## src/rtl/fetch_pkg.sv

```systemverilog
// Shared constants for the instruction-fetch slice: default widths, PC step and reset vector.
package fetch_pkg;

  localparam int unsigned XLEN_DEFAULT     = 32;
  localparam int unsigned INSTR_W          = 32;
  localparam int unsigned PC_STEP          = 4;
  localparam logic [31:0] RESET_PC_DEFAULT = 32'h0000_0000;

  // Occupancy counters need one extra bit so that "full" is representable.
  function automatic int unsigned cnt_width(input int unsigned depth);
    return $clog2(depth) + 1;
  endfunction

endpackage : fetch_pkg

```

## src/rtl/fetch_fifo.sv

```systemverilog
// Power-of-two FIFO holding fetched {pc, instr} entries; flush empties it in one cycle.
module fetch_fifo #(
  parameter  int unsigned WIDTH = 64,
  parameter  int unsigned DEPTH = 4,
  localparam int unsigned AW    = $clog2(DEPTH),
  localparam int unsigned CW    = AW + 1
) (
  input  logic             clk,
  input  logic             rst,
  input  logic             flush_i,
  input  logic             push_i,
  input  logic [WIDTH-1:0] wdata_i,
  input  logic             pop_i,
  output logic [WIDTH-1:0] rdata_o,
  output logic             valid_o,
  output logic [CW-1:0]    count_o
);

  logic [WIDTH-1:0] mem_q [DEPTH];
  logic [AW-1:0]    wr_ptr_q, rd_ptr_q;
  logic [CW-1:0]    count_q;
  logic             do_push, do_pop, full;

  assign full    = (count_q == CW'(DEPTH));
  assign valid_o = (count_q != '0);
  assign do_push = push_i && !flush_i;
  assign do_pop  = pop_i && valid_o && !flush_i;

  // NOTE: storage is deliberately not reset; the pointers and count define which entries are live.
  always_ff @(posedge clk) begin
    if (do_push) mem_q[wr_ptr_q] <= wdata_i;
  end

  // NOTE: sequential state uses non-blocking assignment so every register samples pre-edge values.
  always_ff @(posedge clk) begin
    if (rst || flush_i) begin
      wr_ptr_q <= '0;
      rd_ptr_q <= '0;
      count_q  <= '0;
    end else begin
      if (do_push) wr_ptr_q <= wr_ptr_q + AW'(1);
      if (do_pop)  rd_ptr_q <= rd_ptr_q + AW'(1);
      count_q <= count_q + CW'(do_push) - CW'(do_pop);
    end
  end

  assign rdata_o = mem_q[rd_ptr_q];
  assign count_o = count_q;

  // The producer's credit scheme must never push into a full queue without a matching pop.
  assert property (@(posedge clk) disable iff (rst) !(do_push && !do_pop && full));

endmodule : fetch_fifo

```

## src/rtl/ifetch_unit.sv

```systemverilog
// Instruction fetch front end: credit-limited sequential fetch, one-deep in-flight tracking,
// redirect/flush handling and a decoupling queue towards decode.
module ifetch_unit
  import fetch_pkg::*;
#(
  parameter int unsigned     XLEN     = XLEN_DEFAULT,
  parameter logic [XLEN-1:0] RESET_PC = XLEN'(RESET_PC_DEFAULT),
  parameter int unsigned     FQ_DEPTH = 4
) (
  input  logic               clk,
  input  logic               rst,
  output logic               imem_req,
  output logic [XLEN-1:0]    imem_addr,
  input  logic [INSTR_W-1:0] imem_rdata,
  input  logic               redirect_valid,
  input  logic [XLEN-1:0]    redirect_pc,
  output logic               out_valid,
  input  logic               out_ready,
  output logic [XLEN-1:0]    out_pc,
  output logic [INSTR_W-1:0] out_instr
);

  localparam int unsigned CW = cnt_width(FQ_DEPTH);
  localparam int unsigned EW = XLEN + INSTR_W;

  if (FQ_DEPTH < 2 || (FQ_DEPTH & (FQ_DEPTH - 1)) != 0) begin : g_bad_depth
    $error("ifetch_unit: FQ_DEPTH must be a power of two and at least 2");
  end

  logic [XLEN-1:0] fetch_pc_q, fetch_pc_d;
  logic [XLEN-1:0] inflight_pc_q;
  logic            inflight_q;
  logic            kill;
  logic            credit_ok;
  logic [CW:0]     outstanding;
  logic [CW-1:0]   fq_count;
  logic [EW-1:0]   fq_head;
  logic            fq_push, fq_pop;

  // Reset or redirect cancels everything in flight, including a response arriving this cycle.
  assign kill = rst || redirect_valid;

  // Queued plus in-flight entries must leave room for every response that can still land.
  assign outstanding = {1'b0, fq_count} + {{CW{1'b0}}, inflight_q};
  assign credit_ok   = (outstanding < (CW+1)'(FQ_DEPTH));

  assign imem_req  = !kill && credit_ok;
  assign imem_addr = fetch_pc_q;

  // NOTE: every always_comb output gets a default first so no path can infer a latch.
  always_comb begin
    fetch_pc_d = fetch_pc_q;
    if (redirect_valid) begin
      fetch_pc_d = redirect_pc & ~XLEN'(3);
    end else if (imem_req) begin
      fetch_pc_d = fetch_pc_q + XLEN'(PC_STEP);
    end
  end

  always_ff @(posedge clk) begin
    if (rst) begin
      fetch_pc_q    <= RESET_PC;
      inflight_q    <= 1'b0;
      inflight_pc_q <= RESET_PC;
    end else begin
      fetch_pc_q <= fetch_pc_d;
      inflight_q <= imem_req;
      if (imem_req) inflight_pc_q <= fetch_pc_q;
    end
  end

  assign fq_push = inflight_q && !kill;
  assign fq_pop  = out_valid && out_ready && !kill;

  fetch_fifo #(
    .WIDTH (EW),
    .DEPTH (FQ_DEPTH)
  ) u_fifo (
    .clk     (clk),
    .rst     (rst),
    .flush_i (redirect_valid),
    .push_i  (fq_push),
    .wdata_i ({inflight_pc_q, imem_rdata}),
    .pop_i   (fq_pop),
    .rdata_o (fq_head),
    .valid_o (out_valid),
    .count_o (fq_count)
  );

  assign out_pc    = fq_head[INSTR_W +: XLEN];
  assign out_instr = fq_head[INSTR_W-1:0];

endmodule : ifetch_unit
```

## config.mk

```make
export PLATFORM = sky130hd
export DESIGN_NAME = ifetch_unit
export DESIGN_NICKNAME = d
export VERILOG_FILES = /design/src/rtl/fetch_pkg.sv /design/src/rtl/fetch_fifo.sv /design/src/rtl/ifetch_unit.sv
export SDC_FILE = /design/constraint.sdc
export NUM_CORES = 1
export LEC_CHECK = 0
export CORE_UTILIZATION = 50
export DETAILED_ROUTE_END_ITERATION = 8
export PLACE_DENSITY_LB_ADDON = 0.2
export SETUP_SLACK_MARGIN = 0.15
export SKIP_LAST_GASP = 1
export SLEW_MARGIN = 20
export SYNTH_ARGS = -nofsm -noshare
export SYNTH_HDL_FRONTEND = slang
export SYNTH_SLANG_ARGS = --single-unit
```

## constraint.sdc

```tcl
create_clock -name clk -period 3.7 [get_ports clk]
set_clock_uncertainty 0.2 [all_clocks]
set_input_delay 0.37 -clock clk [delete_from_list [all_inputs] [get_ports clk]]
set_output_delay 0.37 -clock clk [all_outputs]
set_load 0.02 [all_outputs]
```

After elaboration in Yosys (flattened, before gate mapping)
Memory sizes are Yosys's and may differ from the RTL's. A register that Yosys moved wholly into a read port is not among the register bits. Cells that the tools add are included.

Add/subtract/negate cells: 6. $lt $le $gt $ge: 1. Muxes and demuxes: 6. Reduce and logical (&&, ||, !) cells: 13.

Operators by type and width (count): $mux 32 (2); $add 32x3->32 const B (1); $logic_and 1x1->1 (7); $add 2x1->2 const B (2); $add 3x1->4 (1); $lt 4x3->1 const B (1); $mux 2 (2); $add 3x1->3 (1); $reduce_bool 3->1 (1); $sub 3x1->3 (1); $logic_not 1->1 (2); $mux 1 (2); $reduce_bool 2->1 (1); $reduce_or 2->1 (1); $logic_or 1x1->1 (1).

Bits in registers: 72. Bits in writable memories: 256. Input bits: 68. Output and inout port bits: 98. Word-level logic and storage cells: 34. Memories kept: 1.

Memories: u_fifo.mem_q (depth 4, width 64, rd ports 1, clocked after Yosys merged registers in 1, wr ports 1, RTL line fetch_fifo.sv:19) `logic [WIDTH-1:0] mem_q [DEPTH];`.

Depth between registers and ports, before layout
Gate-level depths: netlist (run 1).

Depth after elaboration: 7. Depth in mapped cells: 10. Mapped depth without buffers: 9.

Modules after synthesis
Synthesis (run 1) repeated with hierarchy kept, for this count alone.

Cell total of the unflattened synthesis: 736. Area total of the unflattened synthesis: 12627.1 µm².

Modules (own cells, without submodules): fetch_fifo (times used 1, cells each 382, area each 9804.4 µm², sequential area each 7867.5 µm²); ifetch_unit (times used 1, cells each 354, area each 2822.7 µm², sequential area each 1221.2 µm²).

Least setup slack after synthesis (run 1)
Ideal clock, no wire load.

Path type: input to register. Start: input rst. End: memory u_fifo.mem_q[0][0] (enable). Library setup time: 0.427 ns. Data arrival time: 2.311 ns. Data required time: 3.073 ns. Path slack: 0.762 ns. Stages: 3. Buffers on the path: 1. Path through: clkbuf_1 -> nor2_1 -> and3_1.

Word-level cells in the longest chain between the ends: 6.

RTL lines: start, declared (RTL line ifetch_unit.sv:11) `input logic rst,`; $logic_or 1x1->1 (RTL line ifetch_unit.sv:41) `assign kill = rst || redirect_valid;`; $logic_not 1->1 (RTL line ifetch_unit.sv:72) `assign fq_push = inflight_q && !kill;`; $logic_and 1x1->1 (RTL line ifetch_unit.sv:72); $logic_and 1x1->1 (RTL line fetch_fifo.sv:26) `assign do_push = push_i && !flush_i;`; $mux 1 (RTL line fetch_fifo.sv:31) `if (do_push) mem_q[wr_ptr_q] <= wdata_i;`; $mux 1 (implied by the code) (RTL line fetch_fifo.sv:31); end, declared (RTL line fetch_fifo.sv:19).

No other way between the ends.

==> results of run 1 <==
[layer usage]
layer,track usage,up-vias
met5,0,-
met4,0.0559,0
met3,0.0367,51
met2,0.346,314
met1,0.280,3492
li1,-,3185
[metrics by stage]
step	setup slack, ns	power, W	util	cells	area [um2]
after floorplan	0.762	0.00414	-	732	12200
after global routing	0.415	0.00751	0.641	1239	15200
after global placement	0.795	0.00432	0.599	1181	14200
final	0.540	0.00730	0.641	1239	15200
after CTS	0.471	0.00735	0.641	1239	15200
after detailed placement	0.663	0.00433	0.599	1181	14200
[registers in the layout (all words and copies together) (netlist names), named ones only]
signal	flops
u_fifo.count_o	3
u_fifo.rd_ptr_q	2
u_fifo.mem_q	248
inflight_q	1
imem_addr	30
u_fifo.wr_ptr_q	2
inflight_pc_q	30
[critical path, delay by kind of cell (launching register included)]
kind,cells,cell delay (ns)
flip-flops,1,0.71
buffers and inverters,2,0.94
multiplexers,1,0.37
[cells by family (layout without fill, tap and decap cells)]
family / after synthesis / after routing / synth area share
AO/OA/AOI/OAI: 90 / 90 / 0.0464
XOR/XNOR: 15 / 15 / 0.0108
flip-flops: 318 / 318 / 0.727
multiplexers: 66 / 66 / 0.118
AND/OR/NAND/NOR: 170 / 170 / 0.0675
other: 1 / 4 / 0.000308
buffers and inverters: 60 / 248 / 0.0204
adder cells (fa/ha/maj): 9 / 9 / 0.00986
[cell type report]
| cell class | count | area [um2] |
|---|---|---|
| Tap cell | 319 | 399 |
| Sequential cell | 318 | 8860 |
| Clock buffer | 44 | 875 |
| Fill cell | 1739 | 8500 |
| Clock inverter | 14 | 128 |
| Inverter | 15 | 56.3 |
| Timing Repair Buffer | 175 | 1760 |
| Multi-Input combinational cell | 354 | 3120 |
[worst max-delay path by stage]
stage | startpoint | endpoint | slack, ns | cells after the start
after floorplan | rst | u_fifo.mem_q[0][0]$_DFFE_PP_ | 0.76 | 3
after global routing | flip-flop | out_pc[2] | 0.41 | 3
after global placement | redirect_valid | u_fifo.count_o[2]$_SDFF_PP0_ | 0.79 | 10
after CTS | flip-flop | out_pc[5] | 0.47 | 3
final | flip-flop | out_pc[5] | 0.54 | 3
after detailed placement | redirect_valid | u_fifo.count_o[2]$_SDFF_PP0_ | 0.66 | 10
[power by group through the flow]
stage,Combinational [W],Clock [W],Sequential [W]
after floorplan,0.000124,0,0.00401
after global placement,0.000312,0,0.00401
after detailed placement,0.000319,0,0.00401
after CTS,0.000321,0.00309,0.00394
after global routing,0.000342,0.00323,0.00394
final,0.000321,0.00304,0.00394
[cell usage in the layout, fill, tap and decap left out, types with 2 or more instances in the layout]
master	instances
dfxtp_1	68
xnor2_1	3
clkbuf_16	31
bufinv_16	2
and4_1	4
a21oi_1	48
mux4_2	62
ha_1	8
and3_1	2
clkbuf_8	5
nand3_1	14
or2_2	2
conb_1	4
buf_4	12
nor3_1	5
nand4_1	14
nor2_1	29
o211ai_1	10
edfxtp_1	248
clkinv_2	4
a31oi_1	6
mux2i_1	4
inv_1	13
clkinvlp_4	2
nor4_1	5
clkdlybuf4s50_1	158
buf_12	4
xor2_1	12
clkinv_1	6
clkbuf_1	8
dfxtp_4	2
a32oi_1	5
and3_4	4
nand2_1	78
and2_1	4
a211oi_1	12
==> summary.txt, run 1 <==
STA
  • Crit path time final: 3.16 ns
  • Setup violators final: 0
  • Unrepaired setup endpoints after global routing: no
  • Worst hold slack: 0.114 ns
  • Final slew viol count: 0
  • Slew HR: 0.572
  • TNS Setup: 0 ns
  • Part of the cycle the worst path needs: 0.854
  • Max Clk Rate: 316 MHz
  • Measured slew at the worst slew-check pin: 0.642 ns
  • Hold Violations, Final: 0

Hold path
  • Hold Crit Endpoint: inflight_pc_q[14]$_SDFFE_PP0P_
  • Min-delay src: rst
  • Worst Hold Depth: 2
  • Hold Crit Class: in2reg

CTS
  • Clock buffer depth: 3
  • Hold buffer count at cts: 0
  • Total CTS buffers: 31
  • CTS tree: yes
  • Clk Tree Root Cell: clkbuf_16
  • CTS clock-pin slew for the worst setup and hold paths: 0.06 ns
  • Postcts setup bufs: 0
  • CTS Sinks: 318
  • Clk_lat worst skew: 0.55 ns
  • H-tree levels: 1
  • Post-cts repair resize count: 0

Placement
  • Routability cong.: 0.872
  • Number of buffers added on ports: 159
  • Dpl hpwl: 15600 um

Route
  • Met1 WL: 10700 um
  • DR WL met3: 1900 um
  • DR vias/cell: 5.68
  • Via Count: 7042
  • DRC violations left: 0
  • Met2 wire len: 12200 um
  • Drt wl/cell: 20.4 um
  • Uppermost routed layer: met4
  • Final antenna-violating net count: 0
  • DR iter-0 viols: 494
  • Pre-antenna DRT Iters: 5
  • Post-Route WL: 25300 um

Worst setup path
  • Max stage delay cell, worst path: dfxtp_4
  • Worst-path maximum fanout: 38
  • CP Cell Sequence: buf_4, mux4_2, clkdlybuf4s50_1
  • Crit path required time: 3.13 ns
  • Startpoint types: flip-flop
  • Worst R2R Path Depth: 8
  • CP endpoint kind: primary output
  • Reg2reg setup slack: 1.12 ns
  • Critical R2R Launch: inflight_q$_SDFF_PP0_
  • CP peak stage delay: 0.71 ns
  • Crit path kind: reg2out
  • Worst R2R End: imem_addr[15]$_SDFFE_PP0P_
  • Crit path DAT: 2.59 ns

Power
  • Sequential share of power: 0.539
  • Peak supply drop: 0.327 mV
  • Pleak: 4.98 nW
  • NetSw: 0.00148 W
  • Combinational power share: 0.044
  • Clk network pwr share: 0.417
  • Power density of the placed cells: 481 nW/um2
  • Cell-internal power: 0.00581 W
  • Sw frac: 0.203

Global routing
  • Overflow after GRT: 0
  • First-pass GRT wire length: 39200 um
  • Total Routing Usage GR: 0.207
  • Vias in the first global route: 7316
  • Initial antenna violation count: 0
  • Largest net degree at the start of global routing: 63

Synthesis
  • Asr flop ratio synth: 0
  • Register area share after synthesis: 0.727
  • Synthesized area: 12200 um2
  • Yosys warns: 0
  • Cell with the most instances after synthesis: edfxtp_1
  • Unique cell type count in the Yosys netlist: 47
  • Synthesized flop and latch total: 318
  • Ys flop type: edfxtp_1
  • Mapped Cells: 729
  • Commonest cells in the netlist: 248 x edfxtp_1, 78 x nand2_1, 70 x dfxtp_1
  • Post-synth EDFFs: 248
  • Syn avg cell area: 16.7 um2
  • Synth top area cells: edfxtp_1 61%, dfxtp_1 12%, mux4_2 11%, nand2_1 2.4%, a21oi_1 2.0%
  • Top cell type's share of synthesized area: 0.612
  • Yosys top cell by area: edfxtp_1

Floorplanning
  • Initial Util: 0.514
  • Die extent in y: 158 um
  • Row count: 56
  • Core area: 23700 um2
  • Die area: 25000 um2
  • Chip Width: 158 um
  • Top-level I/O count: 166

Cells and area
  • Share of layout cells above drive strength 1: 0.149
  • Net count, final: 972
  • Area Overhead vs Synth: 24.7%
  • Ant diodes: 0

Outcome
  • Status: finished clean

Run
  • Max_cap viols: 0
Power figures use the tool's default switching activity.
==> inputs of run 2 (changes only) <==
Settings changed: CORE_UTILIZATION 50 to 45.
==> run 2 against run 1 <==
- the run now ends with design-rule violations left
- clock power rose by 8.6%
- routed wire length increased by 1.1%
- register-to-register slack got worse by 0.04 ns
- combinational power is essentially flat
- fmax shrank 3.2%
- cell area grew 0.68%
- critical path depth unchanged
- global-route usage down 2.0 points
- flip-flop and latch count unchanged
- critical endpoint is now out_pc[26]
- largest cell class unchanged
==> summary.txt, run 2 (same netlist as run 1, synthesis figures left out) <==
Worst setup path
  • Crit path kind: reg2out
  • Crit path DAT: 2.70 ns
  • CP peak stage delay: 0.67 ns
  • CP Cell Sequence: buf_4, mux4_2, clkdlybuf4s50_1
  • Startpoint types: flip-flop
  • Worst R2R End: imem_addr[28]$_SDFFE_PP0P_
  • CP endpoint kind: primary output
  • Worst-path maximum fanout: 21
  • Worst R2R Path Depth: 6
  • Reg2reg setup slack: 1.08 ns
  • Critical path endpoint: out_pc[26]
  • Critical R2R Launch: imem_addr[2]$_SDFFE_PP0P_
  • Crit path required time: 3.13 ns
  • Max stage delay cell, worst path: dfxtp_4

Route
  • DR vias/cell: 5.55
  • DRC violations left: 7
  • Pre-antenna DRT Iters: 6
  • Post-Route WL: 25500 um
  • DR iter-0 viols: 627
  • Via Count: 6994
  • Final antenna-violating net count: 0
  • Drt wl/cell: 20.3 um

Outcome
  • Failing checks: design-rule violations
  • Status: finished, violations left

STA
  • Unrepaired setup endpoints after global routing: no
  • Final slew viol count: 0
  • Hold Violations, Final: 0
  • Part of the cycle the worst path needs: 0.882
  • Setup violators final: 0
  • Max Clk Rate: 306 MHz
  • TNS Setup: 0 ns
  • Final worst slack: 0.435 ns
  • Crit path time final: 3.27 ns
  • Slew HR: 0.609
  • Measured slew at the worst slew-check pin: 0.581 ns

Hold path
  • Hold Crit Class: in2reg

Global routing
  • Met1 Track Usage GR: 0.264
  • Initial antenna violation count: 0
  • First-pass GRT wire length: 40400 um
  • Vias in the first global route: 7125
  • GRT met2 Usage: 0.299
  • Total Routing Usage GR: 0.187
  • Largest net degree at the start of global routing: 44
  • Overflow after GRT: 0
  • Met3 Use GR: 0.0375
  • GRT busiest layer: met2

CTS
  • Clk Tree Root Cell: clkbuf_16
  • Post-cts repair resize count: 0
  • Postcts setup bufs: 0
  • Clk_lat worst skew: 0.50 ns
  • CTS tree: yes
  • H-tree levels: 2
  • CTS Sinks: 318
  • CTS clock-pin slew for the worst setup and hold paths: 0.06 ns
  • Hold buffer count at cts: 0
  • Clock buffer depth: 3
  • Total CTS buffers: 34

Cells and area
  • Most common cell after layout, fill and taps aside: edfxtp_1
  • Final non-filler cell total: 1261
  • Multi-input logic area: 3120 um2
  • Area Overhead vs Synth: 25.6%
  • Final core occ: 0.582
  • Share of layout cells above drive strength 1: 0.156
  • Largest Register: u_fifo.mem_q
  • Net count, final: 977
  • Sequential Area: 8860 um2
  • Largest register FFs: 248
  • Ant diodes: 0
  • Most frequent cells in the layout: 248 x edfxtp_1, 158 x clkdlybuf4s50_1, 78 x nand2_1
  • Fill cells: 2011

Floorplanning
  • Initial Util: 0.463
  • Die extent in y: 166 um
  • Die area: 27700 um2
  • Core area: 26300 um2
  • Chip Width: 166 um
  • Row count: 59
  • Top-level I/O count: 166

Placement
  • Number of buffers added on ports: 159
  • Routability cong.: 0.865
  • Dpl hpwl: 16300 um
  • Placement Setup Slack: 0.686 ns
  • Post-Place Cells: 1199

Power
  • Peak supply drop: 0.298 mV
  • Power density of the placed cells: 495 nW/um2
  • Pleak: 5.03 nW

Run
  • Max_cap viols: 0
==> run 2: how the worst min path moves through the flow <==
| stage | endpoint | start | slack [ns] | cells after the start |
|---|---|---|---|---|
| after floorplan | u_fifo.mem_q[0][34]$_DFFE_PP_ | inflight_pc_q[2]$_SDFFE_PP0P_ | 0.26 | 0 |
| after global placement | u_fifo.mem_q[0][40]$_DFFE_PP_ | inflight_pc_q[8]$_SDFFE_PP0P_ | 0.27 | 0 |
| after detailed placement | inflight_pc_q[27]$_SDFFE_PP0P_ | inflight_pc_q[27]$_SDFFE_PP0P_ | 0.29 | 2 |
| after CTS | inflight_pc_q[30]$_SDFFE_PP0P_ | rst | 0.09 | 2 |
| after global routing | imem_addr[21]$_SDFFE_PP0P_ | rst | 0.10 | 2 |
| final | inflight_pc_q[30]$_SDFFE_PP0P_ | rst | 0.12 | 2 |
==> run 2: critical path, delay by kind of cell (launching register included) <==
kind                   cells  cell delay, ns
multiplexers               1            0.55
buffers and inverters      2            0.95
flip-flops                 1            0.67
==> run 2: cell type report <==
type,count,share of cell area
multi-input cells,354,0.204
clock inverters,15,0.00876
inverters,15,0.00368
well taps,335,0.0274
flip-flops and latches,318,0.579
repair buffers,177,0.113
clock buffers,47,0.0637
==> run 2: stage by stage <==
| step | hold WS (ns) | power, W | cell area (um2) |
|---|---|---|---|
| global placement | 0.269 | 0.00432 | 14200 |
| global route | 0.104 | 0.00781 | 15300 |
| finish | 0.124 | 0.00756 | 15300 |
| CTS | 0.0915 | 0.00766 | 15300 |
| detailed placement | 0.291 | 0.00433 | 14200 |
| floorplan | 0.260 | 0.00414 | 12200 |
==> run 2: power breakdown <==
part	total (W)	leakage (nW)	internal (W)	switching, W
clock	0.00330	0.538	0.00199	0.00131
combinational	0.000320	1.50	0.000155	0.000165
sequential	0.00394	2.99	0.00388	0.0000589
==> run 2: per-layer routing <==
layer  part of all wire  vias up
li1                   -     3197
met1               0.45     3497
met2               0.47      269
met3              0.065       31
met4              0.014        0
met5                  0        -
==> inputs of run 3 (changes only) <==
Settings changed: CAP_MARGIN set to 5, PLACE_DENSITY set to 0.68, PLACE_DENSITY_LB_ADDON 0.2 to not set.
Clock period 3.7 ns to 3.4 ns, I/O delays scaled along.
==> run 3 against run 2 <==
- the flow still finishes with violations (design-rule violations)
- critical path type is now in2out
- register-to-register slack worse by 0.31 ns
- flip-flop and latch count unchanged
- sequential share of layout area down 0.58 points
- largest power group unchanged
- total power grew 11%
- routed wire length is 0.50% lower
==> summary.txt, run 3 (same netlist as run 1, synthesis figures left out) <==
Hold path
  • Min-delay src: redirect_pc[31]
  • Worst Hold Depth: 3
  • Hold Crit Endpoint: imem_addr[31]$_SDFFE_PP0P_
  • Hold Crit Class: in2reg

Worst setup path
  • Crit path kind: in2out
  • Critical R2R Launch: imem_addr[2]$_SDFFE_PP0P_
  • Startpoint types: primary input
  • Worst R2R End: imem_addr[28]$_SDFFE_PP0P_
  • Worst R2R Path Depth: 6
  • Worst-path maximum fanout: 15
  • Crit path required time: 2.86 ns
  • Reg2reg setup slack: 0.77 ns
  • CP endpoint kind: primary output
  • Crit path DAT: 2.51 ns

Outcome
  • Status: finished, violations left
  • Failing checks: design-rule violations

Route
  • DRC violations left: 12
  • DR vias/cell: 5.49
  • Pre-antenna DRT Iters: 7
  • Drt wl/cell: 20.1 um
  • Final antenna-violating net count: 0
  • DR iter-0 viols: 471
  • Via Count: 6937
  • Post-Route WL: 25400 um

CTS
  • Clk Tree Root Cell: clkbuf_16
  • Clock buffer depth: 3
  • H-tree levels: 2
  • Total CTS buffers: 34
  • CTS Sinks: 318
  • Clk_lat worst skew: 0.51 ns
  • CTS tree: yes
  • CTS clock-pin slew for the worst setup and hold paths: 0.06 ns

Placement
  • Routability cong.: 0.803
  • Dpl hpwl: 15900 um
  • Number of buffers added on ports: 159

Global routing
  • Total Routing Usage GR: 0.187
  • First-pass GRT wire length: 40200 um
  • Vias in the first global route: 7113
  • Initial antenna violation count: 0
  • Largest net degree at the start of global routing: 51
  • Overflow after GRT: 0

Cells and area
  • Final core occ: 0.588
  • Most frequent cells in the layout: 248 x edfxtp_1, 158 x clkdlybuf4s50_1, 78 x nand2_1
  • Area Overhead vs Synth: 26.8%
  • Most common cell after layout, fill and taps aside: edfxtp_1
  • Largest Register: u_fifo.mem_q
  • Share of layout cells above drive strength 1: 0.158
  • Largest register FFs: 248
  • Ant diodes: 0
  • Net count, final: 984

Floorplanning
  • Core area: 26300 um2
  • Row count: 59
  • Die area: 27700 um2
  • Top-level I/O count: 166
  • Chip Width: 166 um
  • Die extent in y: 166 um
  • Initial Util: 0.463

Run
  • Max_cap viols: 0

STA
  • Hold Violations, Final: 0
  • Final slew viol count: 0
  • Slew HR: 0.571
  • Setup violators final: 0
  • TNS Setup: 0 ns
  • Part of the cycle the worst path needs: 0.896
  • Measured slew at the worst slew-check pin: 0.639 ns
  • Unrepaired setup endpoints after global routing: no
  • Max Clk Rate: 328 MHz
  • Crit path time final: 3.05 ns

Power
  • Power Total: 0.00837 W
  • Pleak: 5.10 nW
  • Peak supply drop: 0.294 mV
  • Power density of the placed cells: 542 nW/um2
run 3: stage by stage:
step	instance area [um2]	hold WS, ns	setup WS (ns)	instances
after floorplan	12200	0.239	0.492	732
after global placement	14300	0.281	0.509	1205
after detailed placement	14300	0.286	0.539	1205
after CTS	15400	0.197	0.290	1264
after global routing	15400	0.234	0.228	1264
final	15400	0.214	0.355	1264
run 3: worst max path at each step:
stage                                 start                            to  slack [ns]  cells past startpoint
2_1_floorplan                           rst  u_fifo.mem_q[0][0]$_DFFE_PP_        0.49                      3
3_3_place_gp                 redirect_valid                      imem_req        0.51                      5
3_5_place_dp                 redirect_valid                      imem_req        0.54                      5
4_1_cts        u_fifo.count_o[1]$_SDFF_PP0_                      imem_req        0.29                      5
5_1_grt        u_fifo.count_o[1]$_SDFF_PP0_                      imem_req        0.23                      5
6_report                                rst                      imem_req        0.35                      6
run 3: cell type report:
type	count	area, um2
Clock buffer	48	986
Fill cell	2011	10800
Clock inverter	10	154
Timing Repair Buffer	184	1850
Inverter	15	60.1
Multi-Input combinational cell	354	3120
Sequential cell	318	8860
Tap cell	335	419
run 3: power by group:
group,switching (W),total [W],internal (W)
logic,0.000179,0.000353,0.000174
registers,0.0000651,0.00428,0.00422
clock network,0.00142,0.00374,0.00232
run 3: metal layers:
metal | up-vias | wire length (um) | global-route usage
li1 | 3212 | - | -
met1 | 3460 | 11300 | 0.262
met4 | 0 | 489 | 0.0588
met3 | 37 | 1430 | 0.0311
met5 | - | 0 | 0
met2 | 228 | 12200 | 0.302
run 3: worst max-delay path, cell delays in order:
cell             delay (ns)
dlygate4sd3_1          0.53
buf_2                  0.23
nor4bb_1               0.36
a22oi_2                0.16
clkinvlp_4             0.23
clkdlybuf4s50_1        0.65
run 3: timing repair:
action | in CTS | in global routing
hold buffers | 1 | 0
endpoints found under the hold margin | 1 | 0
setup endpoints to repair | 0 | 1
resized for setup | 0 | 1
buffers inserted | 0 | 0
